`config.mk`:
```
export PLATFORM = sky130hd
export DESIGN_NAME = c7bifu_pfgen
export DESIGN_NICKNAME = d
export VERILOG_FILES = /design/src/rtl/c7b_ifu_pkg.sv /design/src/rtl/c7bifu_ftq.sv /design/src/rtl/c7bifu_pfgen.sv
export SDC_FILE = /design/constraint.sdc
export NUM_CORES = 1
export LEC_CHECK = 0
export CAP_MARGIN = 15
export CORE_MARGIN = 1
export CORE_UTILIZATION = 30
export CTS_CLUSTER_SIZE = 12
export DETAILED_ROUTE_END_ITERATION = 10
export PLACE_DENSITY = 0.62
export SLEW_MARGIN = 20
export SYNTH_ARGS = -nofsm -noshare
export SYNTH_HDL_FRONTEND = slang
export SYNTH_SLANG_ARGS = --single-unit
```
`constraint.sdc`:
```
create_clock -name clk -period 4.2 [get_ports clk]
set_input_delay 0.84 -clock clk [delete_from_list [all_inputs] [get_ports clk]]
set_output_delay 0.84 -clock clk [all_outputs]
set_load 0.01 [all_outputs]
```
`src/rtl/c7b_ifu_pkg.sv`:
```
// Shared types and helpers for the c7b instruction fetch unit.
// Holds the redirect-select encoding, the default reset vector and the fetch-align helper.
package c7b_ifu_pkg;

  typedef enum logic [2:0] {
    SEL_INC  = 3'd0,
    SEL_BRN  = 3'd1,
    SEL_ISR  = 3'd2,
    SEL_ERT  = 3'd3,
    SEL_HOLD = 3'd4
  } pc_sel_e;

  localparam logic [31:0] C7B_RESET_PC = 32'h1c00_0000;

  // Clears the byte offset within a fetch block; bytes must be a power of two.
  function automatic logic [63:0] fetch_align(input logic [63:0] addr, input int unsigned bytes);
    return addr & ~(64'(bytes) - 64'd1);
  endfunction

endpackage

```
`src/rtl/c7bifu_ftq.sv`:
```
// Fetch tracking queue: circular FIFO of {addr, kill} for in-flight ICU requests.
// The caller guarantees push only when not full and pop only when not empty.
module c7bifu_ftq #(
  parameter int AW    = 32,
  parameter int DEPTH = 2,
  parameter int CW    = $clog2(DEPTH) + 1
) (
  input  logic          clk,
  input  logic          reset,
  input  logic          i_push,
  input  logic [AW-1:0] i_push_addr,
  input  logic          i_pop,
  input  logic          i_kill_all,
  output logic [AW-1:0] o_head_addr,
  output logic          o_head_kill,
  output logic [CW-1:0] o_count,
  output logic          o_full,
  output logic          o_empty
);

  localparam int PW = (DEPTH > 1) ? $clog2(DEPTH) : 1;

  logic [AW-1:0]    r_addr [DEPTH];
  logic [DEPTH-1:0] r_kill;
  logic [PW-1:0]    r_wr_ptr;
  logic [PW-1:0]    r_rd_ptr;
  logic [CW-1:0]    r_cnt;

  function automatic logic [PW-1:0] next_ptr(input logic [PW-1:0] p);
    return (p == PW'(DEPTH - 1)) ? '0 : p + PW'(1);
  endfunction

  // kill_all marks only entries already present; the same-cycle push lands clean.
  always_ff @(posedge clk) begin
    if (reset) begin
      r_kill   <= '0;
      r_wr_ptr <= '0;
      r_rd_ptr <= '0;
      r_cnt    <= '0;
    end else begin
      if (i_kill_all) r_kill <= '1;
      if (i_push) begin
        r_addr[r_wr_ptr] <= i_push_addr;
        r_kill[r_wr_ptr] <= 1'b0;
        r_wr_ptr         <= next_ptr(r_wr_ptr);
      end
      if (i_pop) r_rd_ptr <= next_ptr(r_rd_ptr);
      r_cnt <= r_cnt + CW'(i_push) - CW'(i_pop);
    end
  end

  assign o_head_addr = r_addr[r_rd_ptr];
  assign o_head_kill = r_kill[r_rd_ptr];
  assign o_count     = r_cnt;
  assign o_full      = (r_cnt == CW'(DEPTH));
  assign o_empty     = (r_cnt == '0);

endmodule

```
`src/rtl/c7bifu_pfgen.sv`:
```
// Prefetch address generator: picks the fetch address (redirect or sequential PC),
// raises ICU requests, and tags returning data with its PC, suppressing flushed responses.
module c7bifu_pfgen
  import c7b_ifu_pkg::*;
#(
  parameter int          AW          = 32,
  parameter int          FETCH_BYTES = 8,
  parameter logic [31:0] RESET_PC    = C7B_RESET_PC,
  parameter int          MAX_OUTST   = 2
) (
  input  logic                         clk,
  input  logic                         reset,
  input  logic                         ifu_stall,
  output logic                         ifu_icu_req_ic1,
  output logic [AW-1:0]                ifu_icu_addr_ic1,
  input  logic                         icu_ifu_ack_ic1,
  input  logic                         icu_ifu_data_valid_ic2,
  input  logic                         exu_ifu_except,
  input  logic [AW-1:0]                exu_ifu_isr_addr,
  input  logic                         exu_ifu_ertn,
  input  logic [AW-1:0]                exu_ifu_ert_addr,
  input  logic                         exu_ifu_branch,
  input  logic [AW-1:0]                exu_ifu_brn_addr,
  output logic                         ifu_data_vld_ic2,
  output logic [AW-1:0]                ifu_fetch_pc_ic2,
  output logic [$clog2(MAX_OUTST):0]   ifu_outst_cnt
);

  localparam int            CW     = $clog2(MAX_OUTST) + 1;
  localparam logic [AW-1:0] RST_PC = AW'(RESET_PC);

  logic [AW-1:0] r_pc;
  logic          r_reset_q;

  pc_sel_e       w_sel;
  logic          w_redirect;
  logic [AW-1:0] w_addr;
  logic [AW-1:0] w_pc_inc;
  logic          w_req;
  logic          w_push;
  logic          w_pop;
  logic [AW-1:0] w_head_addr;
  logic          w_head_kill;
  logic [CW-1:0] w_count;
  logic          w_full;
  logic          w_empty;

  assign w_redirect = exu_ifu_except | exu_ifu_ertn | exu_ifu_branch;

  // Handshake: req/addr are held until a cycle with req & ack; that cycle is the transfer.
  assign w_req  = !reset & !r_reset_q & !ifu_stall & !w_full;
  assign w_push = w_req & icu_ifu_ack_ic1;
  assign w_pop  = icu_ifu_data_valid_ic2 & !w_empty & !reset;

  always_comb begin
    w_sel = SEL_HOLD;
    if (exu_ifu_except)      w_sel = SEL_ISR;
    else if (exu_ifu_ertn)   w_sel = SEL_ERT;
    else if (exu_ifu_branch) w_sel = SEL_BRN;
    else if (w_push)         w_sel = SEL_INC;
  end

  always_comb begin
    case (w_sel)
      SEL_ISR: w_addr = exu_ifu_isr_addr;
      SEL_ERT: w_addr = exu_ifu_ert_addr;
      SEL_BRN: w_addr = exu_ifu_brn_addr;
      default: w_addr = r_pc;
    endcase
  end

  assign w_pc_inc = AW'(fetch_align(64'(w_addr), FETCH_BYTES)) + AW'(FETCH_BYTES);

  always_ff @(posedge clk) begin
    r_reset_q <= reset;
    if (reset)           r_pc <= RST_PC;
    else if (w_push)     r_pc <= w_pc_inc;
    else if (w_redirect) r_pc <= w_addr;
  end

  c7bifu_ftq #(
    .AW    (AW),
    .DEPTH (MAX_OUTST),
    .CW    (CW)
  ) u_ftq (
    .clk         (clk),
    .reset       (reset),
    .i_push      (w_push),
    .i_push_addr (w_addr),
    .i_pop       (w_pop),
    .i_kill_all  (w_redirect & !reset),
    .o_head_addr (w_head_addr),
    .o_head_kill (w_head_kill),
    .o_count     (w_count),
    .o_full      (w_full),
    .o_empty     (w_empty)
  );

  assign ifu_icu_req_ic1  = w_req;
  assign ifu_icu_addr_ic1 = reset ? RST_PC : w_addr;
  assign ifu_data_vld_ic2 = w_pop & !w_head_kill & !w_redirect;
  assign ifu_fetch_pc_ic2 = w_pop ? w_head_addr : '0;
  assign ifu_outst_cnt    = reset ? '0 : w_count;

endmodule
```
==> impl_results.md <==
- CTS hold repair buffers: 0
- Core area: 18100 µm²
- TNS Setup: 0 ns
- Clock Skews: 0.00597 ns
- Clock share of power: 32.3%
- Post-Synth Simple-Gate Area: 23.5%
- Synth Area in Compound Gates: 11.3%
- Setup violators final: 0
- Sequential Power Share: 46.5%
- Worst Setup End Kind: primary output
- Max Cap Violations: 0
- Met1 Wirelength: 8.50 mm
- Nets: 893
- Drt initial violations: 490
- Mapped Area: 5620 µm²
- Starting density of the core: 31.0%
- Worst Reg-to-Reg Cells: 8
- RSZ-0062 raised after global routing: false
- DRC Markers: 12
- Clock Latency Late Sink: 0.35 ns
- Max incr delay on CP: 0.67 ns
- Syn nets: 702
- Synth top area share: 34.2%
- Critical-path cell list: clkdlybuf4s50_1 > buf_4 > nor2b_1 > o41ai_2 > and2_1 > clkdlybuf4s50_1
- Logic gate share of total power: 21.2%
- Post-Route WL: 17.9 mm
- Post-synth top flop: edfxtp_1
- Setup Buffers After CTS: 0
- Post-Syn Instances: 595
- Vias: 5087
- Final instance area: 8130 µm²
- CTS H-Tree Depth: 3
- Power Density: 306 nW/µm²
- P_leak: 2.94 nW
- Area of the die: 19300 µm²
- Area grow syn2layout: 44.7%
- Top Metal Used: met4
- First-pass GRT wire length: 27.6 mm
- Clock root buffer: clkbuf_16
- Antenna cells: 0
- Hold Vio Cnt, Final: 0
- Cell taking the most area after synthesis: edfxtp_1
- Largest net degree at the start of global routing: 57
- CP Max Fanout: 13
- Final period utilization: 96.2%
- Input/output buffers: 171
- Most used cell, CP: clkdlybuf4s50_1
- Post-synth cell types: 56
- Crit path DAT: 3.20 ns
- Flops & latches, synth: 104
- Drt first pass iters: 8
- Die Y: 139 µm
- Switching power: 0.000680 W
- Req. time, crit path: 3.36 ns
- Cts repair resizes: 0
- Setup CP Type: in2out
- Largest family of logic cells by synthesized area: simple AND/OR/NAND/NOR gates
- Tightest Hold Check Type: reg2reg
- Die width: 139 µm
- Area after DPL: 7850 µm²
- Internal power: 0.00181 W
- Number of global-route vias before repair: 4787
- Sw Ratio: 27.3%
- CTS buffer count: 9
- Placer Congestion: 0.835
- Xor/xnor cell area share of the yosys netlist: 2.65%
- Clk slew on worst S/H paths: 0.07 ns
- Failing checks: DRC
- Met3 wire len: 1.55 mm
- Adder-cell area share of the yosys netlist: 0.668%
- GRT overflow: 0
- Ports: 172
- Mean post-synth cell area: 9.44 µm²
- Tmin final: 4.04 ns
- Bufs on Longest Clock Path: 2
- Status: finished with violations
- Routed len/inst: 17.6 µm
- Hold_ws: 0.484 ns
- GRT Util Overall: 18.7%
- Row count: 49
- Share of layout cells above drive strength 1: 10.6%
- Met2 WL: 7.67 mm
- Least-Margin Pin Slew: 0.848 ns
- Initial antenna violation count: 0
- Max-slew headroom: 43.5%
- Mux contribution to synthesized area: 8.13%
- Setup crit start kind: input pin
- Crit-path slowest cell: o41ai_2
- Peak VDD IR: 0.163 mV
- Syn. warnings: 0
- Vias per inst: 4.99
- Number of flops mapped to enable cells by yosys: 64
- # clock sinks: 104
- Post-DP HPWL: 13.6 mm
- ANT nets after route: 0
- Hold path cells: 2
- Fmax: 0.248 GHz
- Register area share after synthesis: 48.5%
- Share of flip-flops with an asynchronous set or reset: 0%
- Top post-synthesis cells by area: edfxtp_1 34%, dfxtp_1 14%, mux2i_1 7.1%
- CTS tree: yes
- Max-slew violations: 0
routing by layer:
layer  vias up  global-route usage, %
li1       2499                      -
met1      2348                   27.1
met2       226                   28.3
met3        14                   4.04
met4         0                   4.80
met5         -                      0
layout make-up:
cell class / instances / area (µm²)
repair buffers: 217 / 2110
multi-input cells: 421 / 2610
fillers: 1774 / 10000
inverters: 33 / 124
clock inverters: 7 / 56.3
well taps: 229 / 287
clock buffers: 9 / 225
flip-flops and latches: 104 / 2720
worst max-delay path, delay by kind of cell:
family	cells	cell delay [ns]
buf+inv	3	1.32
simple gates	2	0.37
compound gates	1	0.67
synthesized netlist by cell type (all sizes together) (2+ instances only):
cell type  count
nor3b         17
nand2         49
o22a           3
nor3          14
and3           3
nor4          12
nand2b         7
edfxtp        64
o31ai         15
a32oi          2
a211o          3
nor2          99
o221ai         3
a211oi         2
clkinv         2
xor2           5
nand4         12
or4            2
buf           19
or3            3
clkbuf        18
o22ai          9
nand3         14
mux2i         40
nor2b         23
ha             3
a21oi         12
inv           31
mux2           5
and2           7
o211ai         2
dfxtp         40
xnor2         12
o41ai          2
o21ai         28
a221oi         2
kinds of logic after synthesis:
logic type / after synthesis
xor gates and xnor gates: 17
DFF: 104
and+or+nand+nor: 264
muxes: 45
adders and majority gates: 3
buffers and inverters: 70
AOI/OAI and AO/OA: 92
registers in the layout (all words and copies together), names as in the netlist, named ones only:
signal	count
u_ftq.r_addr	64
r_pc	32
u_ftq.o_count	2
u_ftq.r_kill	2
r_reset_q	1
u_ftq.r_rd_ptr	1
u_ftq.r_wr_ptr	1
through the flow:
stage          utilization (%)  instances  worst slack, ns  power (W)
3_5_place_dp              43.3       1004            0.175    0.00170
6_report                  44.8       1020            0.161    0.00249
2_1_floorplan                -        595            0.779    0.00142
3_3_place_gp              43.3       1004            0.235    0.00170
5_1_grt                   44.8       1020           0.0630    0.00259
4_1_cts                   44.8       1020            0.174    0.00250
worst paths after layout:
check / to / slack, ns / from
worst max-delay path: ifu_icu_addr_ic1[21] / 0.16 / exu_ifu_ertn
worst min-delay path: r_pc[11]$_SDFFE_PP0P_ / 0.48 / r_pc[11]$_SDFFE_PP0P_
worst max register to register: r_pc[26]$_SDFFE_PP1P_ / 1.66 / r_pc[21]$_SDFFE_PP0P_
worst min register to register: r_pc[11]$_SDFFE_PP0P_ / 0.48 / r_pc[11]$_SDFFE_PP0P_
cell usage in the layout, fill, tap and decap left out, drive strengths merged, types with 5 or more instances in the layout:
cell type	instances
a21oi	12
and2	7
buf	48
clkbuf	9
clkdlybuf4s50	169
clkinv	7
dfxtp	40
edfxtp	64
inv	33
mux2	5
mux2i	40
nand2	49
nand2b	7
nand3	14
nand4	12
nor2	99
nor2b	23
nor3	14
nor3b	17
nor4	12
o21ai	28
o22ai	9
o31ai	15
xnor2	12
xor2	5
power by group through the flow:
stage / Sequential (W) / Clock (W) / Combinational, W
global placement: 0.00118 / 0 / 0.000524
detailed placement: 0.00118 / 0 / 0.000525
global route: 0.00116 / 0.000861 / 0.000569
CTS: 0.00116 / 0.000814 / 0.000527
floorplan: 0.00116 / 0 / 0.000256
finish: 0.00116 / 0.000804 / 0.000527
Power figures use the tool's default switching activity.
